==> src/rtl/booth_r4_mul.sv <==
// Sequential radix-4 (modified Booth) multiplier with run-time signed/unsigned mode.
// Handshake: start (sampled in IDLE) -> busy while iterating -> one-cycle done pulse.
// Optional macro BOOTH_EARLY_TERM_EN: stop iterating once all remaining Booth digits are zero.
module booth_r4_mul #(
   parameter  int unsigned WIDTH = 16,
   localparam int unsigned PW    = 2 * WIDTH
) (
   input  logic             clk,
   input  logic             rst,
   input  logic             start,
   input  logic             is_signed,
   input  logic [WIDTH-1:0] multiplicand_in,
   input  logic [WIDTH-1:0] multiplicator_in,
   output logic             busy,
   output logic             done,
   output logic [PW-1:0]    multiplication
);

   // Two guard bits make full-range unsigned operands exact under signed Booth recoding.
   localparam int unsigned IW = WIDTH + 2;
   localparam int unsigned N  = IW / 2;
   localparam int unsigned CW = $clog2(N);
   localparam int unsigned SW = CW + 1;

   typedef enum logic [1:0] {
      S_IDLE = 2'd0,
      S_CALC = 2'd1,
      S_DONE = 2'd2
   } state_t;

   state_t          r_state;
   state_t          w_state_nxt;

   logic [IW-1:0]   r_a;
   logic [IW-1:0]   r_b;       // multiplier, arithmetically shifted right by 2 each digit
   logic            r_prev;    // bit below the current triplet (B[2i-1])
   logic [CW-1:0]   r_cnt;
   logic [PW-1:0]   r_acc;
   logic            r_busy;
   logic            r_done;
   logic [PW-1:0]   r_mult;

   logic [2:0]      w_trip;
   logic [IW:0]     w_mag;
   logic            w_neg;
   logic [IW:0]     w_pp;
   logic [PW-1:0]   w_pp_ext;
   logic [SW-1:0]   w_sh;
   logic [PW-1:0]   w_acc_nxt;
   logic            w_last;
   logic [IW-1:0]   w_a_ext;
   logic [IW-1:0]   w_b_ext;

   assign busy           = r_busy;
   assign done           = r_done;
   assign multiplication = r_mult;

   assign w_a_ext = is_signed ? {{2{multiplicand_in[WIDTH-1]}}, multiplicand_in}
                              : {2'b00, multiplicand_in};
   assign w_b_ext = is_signed ? {{2{multiplicator_in[WIDTH-1]}}, multiplicator_in}
                              : {2'b00, multiplicator_in};

   assign w_trip = {r_b[1], r_b[0], r_prev};

   // Booth digit decode: magnitude (A or 2A) and negate flag.
   always_comb begin
      w_mag = '0;
      w_neg = 1'b0;
      case (w_trip)
         3'b001, 3'b010: w_mag = {r_a[IW-1], r_a};
         3'b011:         w_mag = {r_a, 1'b0};
         3'b100: begin
            w_mag = {r_a, 1'b0};
            w_neg = 1'b1;
         end
         3'b101, 3'b110: begin
            w_mag = {r_a[IW-1], r_a};
            w_neg = 1'b1;
         end
         default: begin
            w_mag = '0;
            w_neg = 1'b0;
         end
      endcase
   end

   // Negation as invert here plus carry-in at the digit's bit offset below.
   assign w_pp      = w_neg ? ~w_mag : w_mag;
   assign w_pp_ext  = {{(PW-IW-1){w_pp[IW]}}, w_pp};
   assign w_sh      = {r_cnt, 1'b0};
   assign w_acc_nxt = r_acc + (w_pp_ext << w_sh) + (PW'(w_neg) << w_sh);

`ifdef BOOTH_EARLY_TERM_EN
   // Remaining bits all equal means every later digit recodes to zero.
   assign w_last = (r_cnt == CW'(N - 1)) || (r_b[IW-1:1] == '0) || (r_b[IW-1:1] == '1);
`else
   assign w_last = (r_cnt == CW'(N - 1));
`endif

   // State register.
   always_ff @(posedge clk or negedge rst) begin
      if (!rst) r_state <= S_IDLE;
      else      r_state <= w_state_nxt;
   end

   // Next-state logic.
   always_comb begin
      w_state_nxt = r_state;
      case (r_state)
         S_IDLE:  if (start) w_state_nxt = S_CALC;
         S_CALC:  if (w_last) w_state_nxt = S_DONE;
         S_DONE:  w_state_nxt = S_IDLE;
         default: w_state_nxt = S_IDLE;
      endcase
   end

   // Datapath: operand capture and one Booth digit accumulated per CALC cycle.
   always_ff @(posedge clk or negedge rst) begin
      if (!rst) begin
         r_a    <= '0;
         r_b    <= '0;
         r_prev <= 1'b0;
         r_cnt  <= '0;
         r_acc  <= '0;
      end else begin
         case (r_state)
            S_IDLE: begin
               if (start) begin
                  r_a    <= w_a_ext;
                  r_b    <= w_b_ext;
                  r_prev <= 1'b0;
                  r_cnt  <= '0;
                  r_acc  <= '0;
               end
            end
            S_CALC: begin
               r_acc  <= w_acc_nxt;
               r_b    <= {{2{r_b[IW-1]}}, r_b[IW-1:2]};
               r_prev <= r_b[1];
               r_cnt  <= r_cnt + CW'(1);
            end
            default: begin
               r_acc <= r_acc;
            end
         endcase
      end
   end

   // Registered handshake outputs; product updates only on the DONE cycle.
   always_ff @(posedge clk or negedge rst) begin
      if (!rst) begin
         r_busy <= 1'b0;
         r_done <= 1'b0;
         r_mult <= '0;
      end else begin
         r_busy <= (r_state == S_CALC);
         r_done <= (r_state == S_DONE);
         if (r_state == S_DONE) r_mult <= r_acc;
      end
   end

endmodule

==> config.mk <==
export PLATFORM = sky130hd
export DESIGN_NAME = booth_r4_mul
export DESIGN_NICKNAME = d
export VERILOG_FILES = /design/src/rtl/booth_r4_mul.sv
export SDC_FILE = /design/constraint.sdc
export NUM_CORES = 1
export LEC_CHECK = 0
export ABC_AREA = 1
export CAP_MARGIN = 20
export CORE_MARGIN = 8
export CORE_UTILIZATION = 30
export DETAILED_ROUTE_END_ITERATION = 12
export HOLD_SLACK_MARGIN = 0.03
export SETUP_SLACK_MARGIN = 0.2
export SLEW_MARGIN = 20
export SYNTH_ARGS = -nofsm -noshare
export SYNTH_HDL_FRONTEND = slang
export SYNTH_SLANG_ARGS = --single-unit
==> constraint.sdc <==
create_clock -name clk -period 10.7 [get_ports clk]
set_input_delay 1.605 -clock clk [delete_from_list [all_inputs] [get_ports clk]]
set_output_delay 1.605 -clock clk [all_outputs]
set_load 0.01 [all_outputs]
==> results of run 1 <==
==> layout make-up <==
class	count	area, um^2
Sequential cell	108	2700
Fill cell	2804	16800
Inverter	130	490
Tap cell	335	419
Timing Repair Buffer	75	741
Clock buffer	10	239
Multi-Input combinational cell	796	4540
Clock inverter	6	47.5
==> state kept, by name, indices dropped and copies added (netlist names) <==
signal	flops
done	1
r_a	17
r_prev	1
multiplication	32
r_acc	32
r_cnt	4
r_state	2
r_b	18
busy	1
==> synth_stat cells, types with 2 or more instances <==
library cell	n	area share, %
nor2_1	67	3.2
dfrtp_1	108	34
buf_2	9	0.57
nand4_1	6	0.47
inv_1	122	5.8
or2_1	5	0.40
a31oi_1	9	0.71
o21bai_1	4	0.38
nor3_1	26	1.6
a21oi_1	51	3.2
fa_1	17	4.3
buf_4	4	0.38
o21ai_0	84	5.3
inv_2	4	0.19
nand3_1	67	4.2
nand2_1	285	14
and2_1	2	0.16
a22oi_1	2	0.19
a221oi_1	15	1.7
clkinv_1	3	0.14
clkbuf_1	26	1.2
o22ai_1	17	1.3
nand2_2	9	0.71
nand3_2	7	0.88
a211oi_1	2	0.19
ha_1	47	7.4
a21o_1	7	0.66
o21ai_1	22	1.4
o211ai_1	4	0.38
o21a_1	2	0.19
buf_6	2	0.28
xnor2_1	5	0.55
o21ai_2	10	1.1
xor2_1	15	1.7
==> tightest hold or removal path, cell delays in order, from the launching register on <==
cell and delay [ns]:
dfrtp_1 0.35, nand2_1 0.05, nand2_1 0.05
==> per-layer routing <==
layer	part of all wire, %	global-route usage [%]	up-vias
met2	43	21.9	179
met1	50	21.1	3276
met4	1.5	3.82	0
met3	5.5	2.54	28
met5	0	0	-
li1	-	-	3653
==> path summary, 6_finish.rpt <==
kind,start,endpoint
setup / recovery,r_cnt[0],r_acc[21]
hold / removal,multiplication[28],multiplication[28]
setup reg to reg,r_cnt[0],r_acc[21]
hold reg to reg,multiplication[28],multiplication[28]
max in group asynchronous,rst,r_b[16]
min in group asynchronous,rst,multiplication[5]
==> logic make-up (layout without fill, tap and decap cells) <==
family / after synthesis / count (layout)
compound gates: 234 / 234
flops: 108 / 108
fa+ha+maj: 64 / 64
xor+xnor: 21 / 21
simple gates: 477 / 477
buf+inv: 172 / 221
==> stage by stage <==
stage                     hold WS [ns]  utilization, %
after floorplan                  0.450               -
after global placement           0.457            34.1
after detailed placement         0.463            34.1
after CTS                        0.482            35.2
after global routing             0.504            35.3
final                            0.477            35.3
==> results.md, run 1 <==
* Outcome: finished, final reports clean
* Starting utilization of the core area at a little under a third
* Number of buffers created by CTS at 9
* CP max stage cell: dfrtp_1
* Critical Path Sink Type: flip-flop
* Design Area, Final at 9180 um^2
* Growth of design area from synthesis to finish at 15.9%
* Aggregate global routing overflow at 0
* Most common library cell in the layout ignoring fill and taps: nand2_1
* Number of antenna violations at the first check in global routing at 0
* Worst path bufs/invs at 3
* CTS H-tree lvls at 3
* Leading cell types in the layout, fill and taps excluded: 284 x nand2_1, 121 x inv_1, 108 x dfrtp_1, 84 x o21ai_0, 68 x clkdlybuf4s50_1
* Global-route wire length before repair at about 37 mm
* CTS-repair resized insts at 0
* Number of global-route vias before repair at 6,987
* Number of non-filler instances in the completed layout at 1,460
* Type of the tightest min-delay check: reg2reg
* Average detailed-routed wire length per instance at between 15 and 20 um
* Share of the clock period used by the worst path at 47.9%
* Arrival @ worst endpoint at 5.37 ns
* Max frequency at 195 MHz
* Data required time at the worst endpoint at 10.95 ns
* Vias/cell at 4.89
* Seq cells post-synth at 108
* Normalized max-slew margin at 27.2%
* Unrepaired setup endpoints after global routing: false
* Die ar. at 31,800 um^2
* Final worst-path setup slack at 5.58 ns
* Total number of clock tree sinks at between 100 and 150
* # rows at 59
* Kind of cell adding the most delay to the critical path: simple AND/OR/NAND/NOR gates
* Synth warnings at 0
* WS Path Type: reg2reg
* Number of different library cells in the post-synthesis netlist at 45
* Die outline width at 178 um
* Synthesized instance count at between 1,000 and 1,500
* Post-Synthesis Net Count at 1,176
* Count of buffers from port buffering at 69
* Minimum setup slack among reg-to-reg paths at roughly 5.6 ns
* Insertion delay to the later sink of the worst-skew pair at between 0.3 and 0.4 ns
* First-pass iteration count of the detailed router at 7
* Final max-slew violation count at 0
* Crit path launch type: flip-flop
* Top-level port count at 70
* Fraction of registers with async set or reset after synthesis at 100%
* Area of the placeable core at 26,000 um^2
* Final GP Congestion at 0.921
* Total placed cells including tap cells at 1,443
* Share of final-layout standard cells stronger than drive strength 1 at 5.42%
* Main combinational cell family by area after synthesis: simple AND/OR/NAND/NOR gates
* Diodes inserted at 0
* Worst Clk Skew at 0.0106 ns
* Routed Antenna Nets at 0
* Vertical die dimension at 178 um
* CP dominant cell by count: nand3_1
* Post-Route WL at 22.8 mm
* Clock tree root driver cell: clkbuf_16
* Worst-case setup slack after placement at 5.62 ns
* Syn Std Cell Area at 7920 um^2
* Maximum number of pins on one net before global-route repair at slightly above 60
* Minimum clock period at 5.12 ns
* Number of DRC violations after detailed routing at 0
* Slew of the pin with the lowest slew margin at 1.09 ns
* Maximum fanout count along the critical path at 25
* Depth of the worst register-to-register path at 18
* Average instance area after synthesis at 7.36 um^2
* Adder and majority gate portion of the synthesized area at 11.7%
* Cell chain of the critical path: inv_1 -> nor3_1 -> nand2_1 -> fa_1 -> inv_1 -> fa_1 -> nand3_1 -> nand3_1 -> inv_1 -> nor2_1 -> nor2_1 -> o21ai_1 -> a21oi_1 -> o21ai_1 -> nand2_1 -> nand3_1 -> nand3_1 -> o21ai_0
* EDFF count, synth at 0
* Number of stages on the worst setup path at 18
* DPL Wire Length at around 18 mm
* Overall fraction of global-route tracks in use at 14.6%
* Hold bufs inserted after CTS at 0
* Simple-Gate Fraction of Synth Area at 25.7%
* Iteration-0 DRC count of the detailed router at 623
* Clock-pin slew on the worst setup and hold paths at 0.08 ns
* Portion of netlist area occupied by mux cells at 0%
* Top_reg_cell synth: dfrtp_1
* Complex-gate fraction of the synthesized area at 17.4%
* Setup-violating endpoint count in the final report at 0
* Net count, final at about 1,200
* Final count of hold timing violations at 0
* Reported max-cap violation count at 0
* Post-synthesis sequential area ratio at 34.1%
* CP peak stage delay at 0.90 ns
* Post-CTS Setup Bufs at 0
* Synth Area in XOR/XNOR at 2.42%
* Total negative slack at 0 ns
* Clock tree from TritonCTS: yes
* Hold Path Cell Cnt at 2
* Post-DP Area at 8870 um^2
* Clock buffer depth at 2
* Detailed-route via count at 7,136
Power of run 1 is not shown: default switching activity piles up to over one toggle a cycle in this logic, so the estimate is an artifact.
==> run 2: changes to the inputs <==
- clock period: 10.7 -> 4.3 ns (I/O delays scaled with it)
==> run 2 against run 1 <==
Via count is 5.5% higher. Final cell count is 3.6% higher. Sequential share of layout area is 3.5 points lower. Register-to-register slack worse by 5.4 ns. Setup slack worse by 5.4 ns. Hold slack worse by 0.050 ns. Clock skew is 0.0017 ns higher. Highest routed layer unchanged. Count of clock-buffer cells in the layout is 1 higher. Global-route usage is 0.79 points higher. Core utilization is 4.8 points higher.
==> results.md, run 2 (same netlist as run 1, synthesis figures left out) <==
* Number of non-filler instances in the completed layout at roughly 1,500
* GR Util met2 at 24.6%
* Insertion delay to the later sink of the worst-skew pair at around 0.36 ns
* Setup-violating endpoint count in the final report at 0
* Global-route wire length before repair at 39.0 mm
* Crit path launch type: flip-flop
* Routed Antenna Nets at 0
* Post-DP Area at 9160 um^2
* Met3 track utilization from global routing at roughly 2.5%
* Share of final-layout standard cells stronger than drive strength 1 at between 20% and 30%
* Arrival @ worst endpoint at 4.37 ns
* Critical Path Sink Type: flip-flop
* Clock buffer depth at 2
* Worst reg2reg path startpoint: r_prev
* Met1 global-route usage at 21.2%
* Number of buffers created by CTS at 9
* Post-Route WL at 24.7 mm
* CP dominant cell by count: nand2_2
* CP peak stage delay at 0.52 ns
* Number of DRC violations after detailed routing at 0
* Growth of design area from synthesis to finish at 31.7%
* Count of buffers from port buffering at 69
* Maximum fanout count along the critical path at 5
* Worst Clk Skew at 0.0123 ns
* # rows at 59
* Number of global-route vias before repair at 7,489
* Critical register-to-register path endpoint: r_acc[21]
* Number of antenna violations at the first check in global routing at 0
* Worst path bufs/invs at 4
* CP max stage cell: fa_1
* Filler cell count at 2,679
* Clock tree root driver cell: clkbuf_16
* Max frequency at 241 MHz
* Average detailed-routed wire length per instance at 16.3 um
* Normalized max-slew margin at 29.3%
* Total negative slack at 0 ns
* Design Area, Final at between 10,000 and 15,000 um^2
* Vertical die dimension at 178 um
* Maximum number of pins on one net before global-route repair at 72
* Detailed-route via count at approximately 7,500
* Die outline width at 178 um
* Clock-pin slew on the worst setup and hold paths at 0.08 ns
* Final count of hold timing violations at 0
* Minimum clock period at 4.15 ns
* First-pass iteration count of the detailed router at 5
* DPL Wire Length at 18.2 mm
* Area of the placeable core at 26,000 um^2
* Reported max-cap violation count at 0
* Depth of the worst register-to-register path at 25
* CTS H-tree lvls at 3
* Net count, final at 1,272
* Share of the clock period used by the worst path at 96.6%
* Minimum setup slack among reg-to-reg paths at 0.15 ns
* Overall fraction of global-route tracks in use at around 15%
* Vias/cell at 4.98
* Kind of cell adding the most delay to the critical path: simple AND/OR/NAND/NOR gates
* Top-level port count at 70
* Iteration-0 DRC count of the detailed router at 613
* Total placed cells including tap cells at about 1,500
* Clock tree from TritonCTS: yes
* Aggregate global routing overflow at 0
* Diodes inserted at 0
* Final GP Congestion at 0.991
* WS Path Type: reg2reg
* Die ar. at roughly 32,000 um^2
* Final max-slew violation count at 0
* Data required time at the worst endpoint at ~4.5 ns
* Total number of clock tree sinks at approximately 110
* Busiest layer in global routing: met2
* Unrepaired setup endpoints after global routing: true
* Type of the tightest min-delay check: in2async
* Starting utilization of the core area at 30.5%
* Most common library cell in the layout ignoring fill and taps: nand2_1
* Leading cell types in the layout, fill and taps excluded: 254 x nand2_1, 116 x inv_1, 105 x dfrtp_1, 68 x clkdlybuf4s50_1, 61 x nand3_1
* Slew of the pin with the lowest slew margin at 1.06 ns
* Outcome: finished, final reports clean
-- run 2: cell types whose count changed in the layout (fill, tap and decap cells not counted), moves of 19 or more --
cell	before	now
a21oi_1	51	30
ha_1	47	28
o21ai_0	84	59
buf_4	6	53
nand2_2	10	35
nand2_1	284	254
-- run 2: worst reg2reg max path, stage by stage (launching register included) --
cell,delay (ns)
dfrtp_2,0.46
nand2_2,0.11
inv_4,0.06
nor2_4,0.22
buf_12,0.16
nand2_4,0.05
o21a_4,0.21
nand2_2,0.06
nand2_2,0.07
nand2_2,0.07
o21ai_2,0.06
or2_1,0.24
or2_1,0.24
fa_1,0.52
inv_2,0.05
ha_4,0.25
inv_2,0.06
o21bai_1,0.07
nor2_2,0.29
o21ai_2,0.13
a21oi_2,0.22
o21ai_2,0.10
nand2_1,0.08
nand3_1,0.07
nand3_1,0.09
o21ai_1,0.07
-- run 2: final cells by class --
type | count | area (um^2) | share of cell area, %
multi-input combinational | 796 | 5300 | 50.8
clock buffer | 11 | 243 | 2.33
timing repair buffer | 127 | 1210 | 11.6
sequential | 108 | 2710 | 25.9
clock inverter | 5 | 60.1 | 0.576
inverter | 130 | 493 | 4.73
tap | 335 | 419 | 4.02
-- run 2: layer usage --
layer	up-vias	share of wire (%)	wire length (um)
li1	3741	-	-
met1	3545	47	11600
met2	206	46	11300
met3	37	5.0	1230
met4	0	2.1	513
met5	-	0	0
-- run 2: worst max path at each step --
stage	startpoint	to	slack [ns]	depth (start not counted)
floorplan	r_prev	r_acc[27]	0.56	26
global placement	r_b[1]	r_acc[21]	0.02	24
detailed placement	r_b[1]	r_acc[21]	-0.09	24
CTS	r_b[0]	r_acc[21]	0.18	25
global route	r_prev	r_acc[21]	-0.07	26
finish	r_prev	r_acc[21]	0.15	25
-- run 2: per-stage QoR --
step	setup WS (ns)	utilization, %	hold slack [ns]
6_report	0.147	40.1	0.427
5_1_grt	-0.0728	40.1	0.513
4_1_cts	0.184	37.6	0.466
3_5_place_dp	-0.0879	35.3	0.462
3_3_place_gp	0.0237	35.2	0.461
2_1_floorplan	0.560	-	0.349
-- run 2: what timing repair did --
| item | in CTS | in global routing |
|---|---|---|
| hold endpoints to repair | 0 | 0 |
| setup buffers | 9 | 12 |
| setup endpoints to repair | 18 | 22 |
| pin swaps | 21 | 56 |
| gates cloned | 0 | 1 |
| resized for setup | 52 | 139 |
| hold buffers | 0 | 0 |
Power of run 2 is left out for the same reason.
